==> src/rtl/seven_segment_scanner_if.sv <==
`default_nettype none
// ============================================================================
// Module   : seven_segment_scanner_if
// Brief    : Display-data and pin-side signals of the seven-segment scanner.
// Revision : 1.0 - initial release
// ============================================================================
interface seven_segment_scanner_if #(
    parameter int NUM_DIGITS = 8
);
    logic [4*NUM_DIGITS-1:0] digits;
    logic [NUM_DIGITS-1:0]   dp_in;
    logic [NUM_DIGITS-1:0]   blank;
    logic [NUM_DIGITS-1:0]   blink;
    logic                    load;
    logic [6:0]              seg;
    logic                    dp_out;
    logic [NUM_DIGITS-1:0]   anode;
    logic                    frame_tick;

    modport master (
        output digits, dp_in, blank, blink, load,
        input  seg, dp_out, anode, frame_tick
    );

    modport slave (
        input  digits, dp_in, blank, blink, load,
        output seg, dp_out, anode, frame_tick
    );
endinterface
`default_nettype wire

==> src/rtl/seven_segment_scanner.sv <==
`default_nettype none
// ============================================================================
// Module   : seven_segment_scanner
// Brief    : Multiplexed N-digit common-anode display driver with frame-synced
//            loading, anti-ghosting guard time and blinking.
// Revision : 1.0 - initial release
// ============================================================================
module seven_segment_scanner #(
    parameter int NUM_DIGITS  = 8,
    parameter int REFRESH_DIV = 100000,
    parameter int GUARD       = 4,
    parameter int BLINK_DIV   = 64
) (
    input  logic                   clk,
    input  logic                   rst,
    seven_segment_scanner_if.slave bus
);
    localparam int c_pcnt_w = (REFRESH_DIV > 1) ? $clog2(REFRESH_DIV) : 1;
    localparam int c_idx_w  = (NUM_DIGITS > 1)  ? $clog2(NUM_DIGITS)  : 1;
    localparam int c_fcnt_w = (BLINK_DIV > 1)   ? $clog2(BLINK_DIV)   : 1;

    localparam logic [c_pcnt_w-1:0] c_pcnt_max = c_pcnt_w'(REFRESH_DIV - 1);
    localparam logic [c_pcnt_w-1:0] c_guard    = c_pcnt_w'(GUARD);
    localparam logic [c_idx_w-1:0]  c_idx_max  = c_idx_w'(NUM_DIGITS - 1);
    localparam logic [c_fcnt_w-1:0] c_fcnt_max = c_fcnt_w'(BLINK_DIV - 1);

    logic [c_pcnt_w-1:0]     r_pcnt;
    logic [c_idx_w-1:0]      r_idx;
    logic [c_fcnt_w-1:0]     r_fcnt;
    logic                    r_bphase;
    logic                    r_pending;

    logic [4*NUM_DIGITS-1:0] r_stg_digits;
    logic [NUM_DIGITS-1:0]   r_stg_dp;
    logic [NUM_DIGITS-1:0]   r_stg_blank;
    logic [NUM_DIGITS-1:0]   r_stg_blink;

    logic [4*NUM_DIGITS-1:0] r_act_digits;
    logic [NUM_DIGITS-1:0]   r_act_dp;
    logic [NUM_DIGITS-1:0]   r_act_blank;
    logic [NUM_DIGITS-1:0]   r_act_blink;

    logic [6:0]              r_seg;
    logic                    r_dp_out;
    logic [NUM_DIGITS-1:0]   r_anode;
    logic                    r_frame_tick;

    logic                    w_pwrap;
    logic                    w_boundary;
    logic                    w_guard;
    logic                    w_dark;
    logic [3:0]              w_code;
    logic [6:0]              w_glyph;
    logic [NUM_DIGITS-1:0]   w_anode;

    always_comb begin
        w_pwrap    = (r_pcnt == c_pcnt_max);
        w_boundary = w_pwrap && (r_idx == c_idx_max);
        w_guard    = (r_pcnt < c_guard);
        w_code     = r_act_digits[{r_idx, 2'b00} +: 4];
        w_dark     = r_act_blank[r_idx] | (r_act_blink[r_idx] & r_bphase);
        w_anode    = '1;
        w_anode[r_idx] = 1'b0;
        // Segment order is {a,b,c,d,e,f,g}, 0 = lit.
        case (w_code)
            4'h0:    w_glyph = 7'b0000001;
            4'h1:    w_glyph = 7'b1001111;
            4'h2:    w_glyph = 7'b0010010;
            4'h3:    w_glyph = 7'b0000110;
            4'h4:    w_glyph = 7'b1001100;
            4'h5:    w_glyph = 7'b0100100;
            4'h6:    w_glyph = 7'b0100000;
            4'h7:    w_glyph = 7'b0001111;
            4'h8:    w_glyph = 7'b0000000;
            4'h9:    w_glyph = 7'b0000100;
            4'hA:    w_glyph = 7'b1111110;
            4'hB:    w_glyph = 7'b0111000;
            4'hC:    w_glyph = 7'b0110001;
            4'hD:    w_glyph = 7'b1101010;
            4'hE:    w_glyph = 7'b1000010;
            default: w_glyph = 7'b1000001;
        endcase
    end

    always_ff @(posedge clk) begin
        if (rst) begin
            r_pcnt       <= '0;
            r_idx        <= '0;
            r_fcnt       <= '0;
            r_bphase     <= 1'b0;
            r_pending    <= 1'b0;
            r_stg_digits <= '0;
            r_stg_dp     <= '0;
            r_stg_blank  <= '1;
            r_stg_blink  <= '0;
            r_act_digits <= '0;
            r_act_dp     <= '0;
            r_act_blank  <= '1;
            r_act_blink  <= '0;
            r_seg        <= 7'h7F;
            r_dp_out     <= 1'b1;
            r_anode      <= '1;
            r_frame_tick <= 1'b0;
        end else begin
            r_pcnt <= w_pwrap ? '0 : r_pcnt + 1'b1;
            if (w_pwrap) begin
                r_idx <= (r_idx == c_idx_max) ? '0 : r_idx + 1'b1;
            end

            if (bus.load) begin
                r_stg_digits <= bus.digits;
                r_stg_dp     <= bus.dp_in;
                r_stg_blank  <= bus.blank;
                r_stg_blink  <= bus.blink;
            end

            // Active set only moves at a frame boundary; a coincident load bypasses staging.
            if (w_boundary) begin
                if (bus.load) begin
                    r_act_digits <= bus.digits;
                    r_act_dp     <= bus.dp_in;
                    r_act_blank  <= bus.blank;
                    r_act_blink  <= bus.blink;
                end else if (r_pending) begin
                    r_act_digits <= r_stg_digits;
                    r_act_dp     <= r_stg_dp;
                    r_act_blank  <= r_stg_blank;
                    r_act_blink  <= r_stg_blink;
                end
                r_pending <= 1'b0;
                r_fcnt    <= (r_fcnt == c_fcnt_max) ? '0 : r_fcnt + 1'b1;
                if (r_fcnt == c_fcnt_max) begin
                    r_bphase <= ~r_bphase;
                end
            end else if (bus.load) begin
                r_pending <= 1'b1;
            end

            r_frame_tick <= w_boundary;

            if (w_guard) begin
                r_anode  <= '1;
                r_seg    <= 7'h7F;
                r_dp_out <= 1'b1;
            end else begin
                r_anode  <= w_anode;
                r_seg    <= w_dark ? 7'h7F : w_glyph;
                r_dp_out <= w_dark | ~r_act_dp[r_idx];
            end
        end
    end

    assign bus.seg        = r_seg;
    assign bus.dp_out     = r_dp_out;
    assign bus.anode      = r_anode;
    assign bus.frame_tick = r_frame_tick;

endmodule
`default_nettype wire

==> src/flat_wrapper.sv <==
// flat-port wrapper written by rule: the top's interface ports become plain ports
module seven_segment_scanner_flat 
#(
    parameter int NUM_DIGITS  = 8,
    parameter int REFRESH_DIV = 100000,
    parameter int GUARD       = 4,
    parameter int BLINK_DIV   = 64
)
  (clk, rst, bus_digits, bus_dp_in, bus_blank, bus_blink, bus_load, bus_seg, bus_dp_out, bus_anode, bus_frame_tick);
  seven_segment_scanner_if #(.NUM_DIGITS(NUM_DIGITS)) bus_i ();
  input  logic clk;
  input  logic rst;
  input wire logic [$bits(bus_i.digits)-1:0] bus_digits;
  input wire logic [$bits(bus_i.dp_in)-1:0] bus_dp_in;
  input wire logic [$bits(bus_i.blank)-1:0] bus_blank;
  input wire logic [$bits(bus_i.blink)-1:0] bus_blink;
  input wire logic [$bits(bus_i.load)-1:0] bus_load;
  output wire logic [$bits(bus_i.seg)-1:0] bus_seg;
  output wire logic [$bits(bus_i.dp_out)-1:0] bus_dp_out;
  output wire logic [$bits(bus_i.anode)-1:0] bus_anode;
  output wire logic [$bits(bus_i.frame_tick)-1:0] bus_frame_tick;
  assign bus_i.digits = bus_digits;
  assign bus_i.dp_in = bus_dp_in;
  assign bus_i.blank = bus_blank;
  assign bus_i.blink = bus_blink;
  assign bus_i.load = bus_load;
  assign bus_seg = bus_i.seg;
  assign bus_dp_out = bus_i.dp_out;
  assign bus_anode = bus_i.anode;
  assign bus_frame_tick = bus_i.frame_tick;
  seven_segment_scanner #(.NUM_DIGITS(NUM_DIGITS), .REFRESH_DIV(REFRESH_DIV), .GUARD(GUARD), .BLINK_DIV(BLINK_DIV)) u_core (.clk(clk), .rst(rst), .bus(bus_i));
endmodule
==> config.mk <==
export PLATFORM = sky130hd
export DESIGN_NAME = seven_segment_scanner_flat
export DESIGN_NICKNAME = d
export VERILOG_FILES = /design/src/rtl/seven_segment_scanner_if.sv /design/src/rtl/seven_segment_scanner.sv /design/src/flat_wrapper.sv
export SDC_FILE = /design/constraint.sdc
export NUM_CORES = 1
export LEC_CHECK = 0
export BUFFER_PORTS_ARGS = -buffer_cell sky130_fd_sc_hd__buf_2
export CORE_MARGIN = 8
export CORE_UTILIZATION = 40
export CTS_BUF_LIST = sky130_fd_sc_hd__clkbuf_8
export DETAILED_ROUTE_END_ITERATION = 12
export GPL_TIMING_DRIVEN = 0
export PLACE_DENSITY = 0.6
export RECOVER_POWER = 25
export SETUP_SLACK_MARGIN = 0.05
export SLEW_MARGIN = 10
export SYNTH_ARGS = -nofsm -noshare
export SYNTH_HDL_FRONTEND = slang
export SYNTH_SLANG_ARGS = --single-unit
==> constraint.sdc <==
create_clock -name clk -period 2.5 [get_ports clk]
set_clock_uncertainty 0.05 [all_clocks]
set_input_delay 0.25 -clock clk [delete_from_list [all_inputs] [get_ports clk]]
set_output_delay 0.25 -clock clk [all_outputs]
set_load 0.02 [all_outputs]
==> impl_results.md <==
- Synth Cell Area: 0.00623 mm2
- Power Internal: 3.94 mW
- Average wire per standard cell: 15.5 um
- Cell Pwr Density: 644 mW/mm2
- Post-synth EDFFs: 0
- Seq/Total Area, Yosys: 0.504
- Post-synthesis compound-gate area fraction: 0.106
- Via/cell ratio: 5.08
- Fmax: around 0.43 GHz
- Setup Total Neg Slack: 0 ns
- H-tree depth: 4
- Hold crit path type: in -> reg
- 1st-pass router iterations: 5
- Area Overhead vs Synth: 25.9%
- Synth warn: 0
- RD Place Congestion: 0.795
- CTS Buf Count: 17
- Clk pwr share: 0.434
- Vias: 4930
- Sequence of cells on the critical path: buf_6 -> buf_4 -> mux4_2 -> mux2_2 -> inv_1 -> ha_1 -> nand2b_1 -> nand3_1
- Critical Path Sink Type: flip-flop
- CP Class: reg -> reg
- Initial DRC Count: roughly 240
- Die X-Extent: 141 um
- Xor and xnor area share after synthesis: 0.0253
- Power share of the combinational group: 0.057
- Clk pin slew, worst setup/hold paths: 0.08 ns
- Initial antenna violation count: 0
- Area share of the largest cell type after synthesis: 0.504
- Syn Nets: about 700
- Lkg Pwr: 3.09 nW
- Hold slack: around 0.02 ns
- Net switching power: 1.12 mW
- Hold Violations, Final: 0
- Worst stage delay on the critical path: 0.52 ns
- Grt ovf: 0
- Worst setup SP type: flip-flop
- Layout cells sized above 1: 0.197
- Clk_lat worst skew: 0.46 ns
- Simple logic cell fraction of the synthesized area: 0.162
- GRT Util Overall: 0.157
- Io pins: 76
- Vias in the first global route: 5072
- Largest net degree at the start of global routing: 17
- CTS Root Cell: clkbuf_8
- # DRC: 0
- Full die area: 0.0198 mm2
- Syn Inst Count: 634
- DPL Wire Length: between 10 and 15 mm
- Worst Tran Pin Value: 0.837 ns
- Total wire length: 15.1 mm
- Post-synthesis average cell area: 9.83 um2
- N_diodes: 0
- Max_slew headroom: 0.442
- Fin crit period: 2.34 ns
- First-pass GRT wire length: 24.7 mm
- Final non-filler cell total: 971
- Maximum vdd drop: 0.000411 V
- RSZ-0062 raised after global routing: true
- Initial Util: 0.410
- Die height: approximately 140 um
- Synth cell types: 48
- Seq pwr share: 0.510
- Layout Nets: 840
- Final-report setup violation count: 0
- CTS tree: done
- Max FO, Critical Path: 9
- Largest family of logic cells by synthesized area: simple AND/OR/NAND/NOR gates
- Mux cell area share after synthesis: 0.145
- Fin crit share: 0.934
- Fin. max-slew vios: 0
- Critical Path AT: roughly 2.6 ns
- Switching share of power: 0.221
- Core Box Area: 0.0152 mm2
- CP max-delay cell: mux4_2
- Max_cap viols: 0
- Sink Count: around 160
- Final ANT Viol Nets: 0
- Synth Area in Adders: 0.0221
- Status: finished, final reports clean
- Asr flop ratio synth: 0
- Synth area leaders: dfxtp_1 (50%), mux2i_1 (11%), nor2_1 (8.5%)
- CTS Buffer Depth: 2
- Synth area leader: dfxtp_1
- Placed cell count: between 800 and 900
- Yosys reg bits: between 150 and 200
- Placement Rows: 45
- CP Data Required Time: 2.76 ns
- Total power: 5.05 mW
- Post-synth top flop: dfxtp_1
- Port Buffers: 73
## sequential cells by signal (all words and copies together), names as in the netlist, 8 cells and up
name	cells
u_core.r_stg_dp	8
u_core.r_stg_blink	8
u_core.r_act_dp	8
u_core.bus.anode	8
u_core.r_pcnt	17
u_core.r_act_digits	32
u_core.r_act_blank	8
u_core.r_stg_digits	32
u_core.r_stg_blank	8
u_core.r_act_blink	8
## power by group through the flow
| stage | Combinational (mW) | Clock [mW] | Sequential [mW] |
|---|---|---|---|
| floorplan | 0.153 | 0 | 2.63 |
| global placement | 0.245 | 0 | 2.63 |
| detailed placement | 0.252 | 0 | 2.64 |
| CTS | 0.290 | 2.26 | 2.58 |
| global route | 0.317 | 2.37 | 2.58 |
| finish | 0.287 | 2.19 | 2.58 |
## metrics by stage
step / util / setup slack [ns] / cell area [um2]
floorplan: - / 0.0642 / 6230
global placement: 0.450 / -0.658 / 6830
detailed placement: 0.450 / -0.697 / 6830
CTS: 0.509 / 0.0733 / 7740
global route: 0.516 / 0.0145 / 7850
finish: 0.516 / 0.164 / 7850
## synth_stat cells (all sizes together) (3+ instances only)
| library cell | count |
|---|---|
| ha | 11 |
| nor2b | 6 |
| buf | 23 |
| nor3 | 4 |
| xor2 | 10 |
| inv | 7 |
| mux2i | 70 |
| xnor2 | 8 |
| dfxtp | 157 |
| nand2 | 24 |
| a211o | 9 |
| nand3 | 16 |
| nor4 | 4 |
| nand4 | 5 |
| and3 | 3 |
| clkbuf | 21 |
| nor2 | 142 |
| o21ai | 9 |
| mux4 | 8 |
| nand2b | 9 |
| a211oi | 50 |
| a21oi | 12 |
## final cells by class
class | instances | area, um2
buffer | 44 | 263
clock buffer | 19 | 262
clock inverter | 13 | 209
fill | 1397 | 7350
inverter | 7 | 26.3
multi-input combinational | 426 | 2960
sequential | 157 | 3150
tap | 188 | 235
timing repair buffer | 117 | 747
## worst max-delay path, delay by kind of cell, from the launching register on
| family | cells | cell delay [ns] |
|---|---|---|
| buffers and inverters | 3 | 0.43 |
| DFF | 1 | 0.37 |
| muxes | 2 | 0.90 |
| and+or+nand+nor | 2 | 0.17 |
| adders and majority gates | 1 | 0.26 |
## worst paths after layout
check	start	end	slack [ns]	cells past startpoint
worst max-delay path	u_core.r_idx[0]	u_core.bus.seg[5]	0.16	8
worst min-delay path	bus_dp_in[6]	u_core.r_stg_dp[6]	0.02	3
worst max register to register	u_core.r_idx[0]	u_core.bus.seg[5]	0.16	8
worst min register to register	u_core.r_act_blank[6]	u_core.r_act_blank[6]	0.42	1
## logic make-up after synthesis
group | Yosys count
xor gates and xnor gates | 18
buffers and inverters | 51
and+or+nand+nor | 225
AOI/OAI and AO/OA | 92
DFF | 157
muxes | 80
adders and majority gates | 11
## layout by cell type (no fill, tap or decap), types with 8 or more instances in the layout
| cell type | count |
|---|---|
| dfxtp_1 | 154 |
| nor2_1 | 139 |
| mux2i_1 | 68 |
| buf_2 | 61 |
| a211oi_1 | 45 |
| clkbuf_1 | 39 |
| dlygate4sd3_1 | 31 |
| nand2_1 | 23 |
| clkbuf_8 | 20 |
| buf_4 | 20 |
| nand3_1 | 16 |
| ha_1 | 11 |
| a21oi_1 | 10 |
| xor2_1 | 10 |
| a211o_1 | 9 |
| nand2b_1 | 9 |
| inv_1 | 8 |
| mux4_2 | 8 |
| xnor2_1 | 8 |
## per-layer routing
layer	global-route usage	part of all wire	vias up
met4	0.0605	0.013	0
met2	0.260	0.49	89
met5	0	0	-
met1	0.187	0.46	2347
met3	0.0469	0.043	14
li1	-	-	2480
## timing repair
| action | CTS | global route |
|---|---|---|
| gates cloned | 0 | 2 |
| setup endpoints to repair | 74 | 72 |
| buffers inserted | 4 | 7 |
| gates resized for setup | 27 | 26 |
| pin swaps | 2 | 4 |
| endpoints found under the hold margin | 31 | 0 |
| hold buffers | 31 | 0 |
Power figures use the tool's default switching activity.
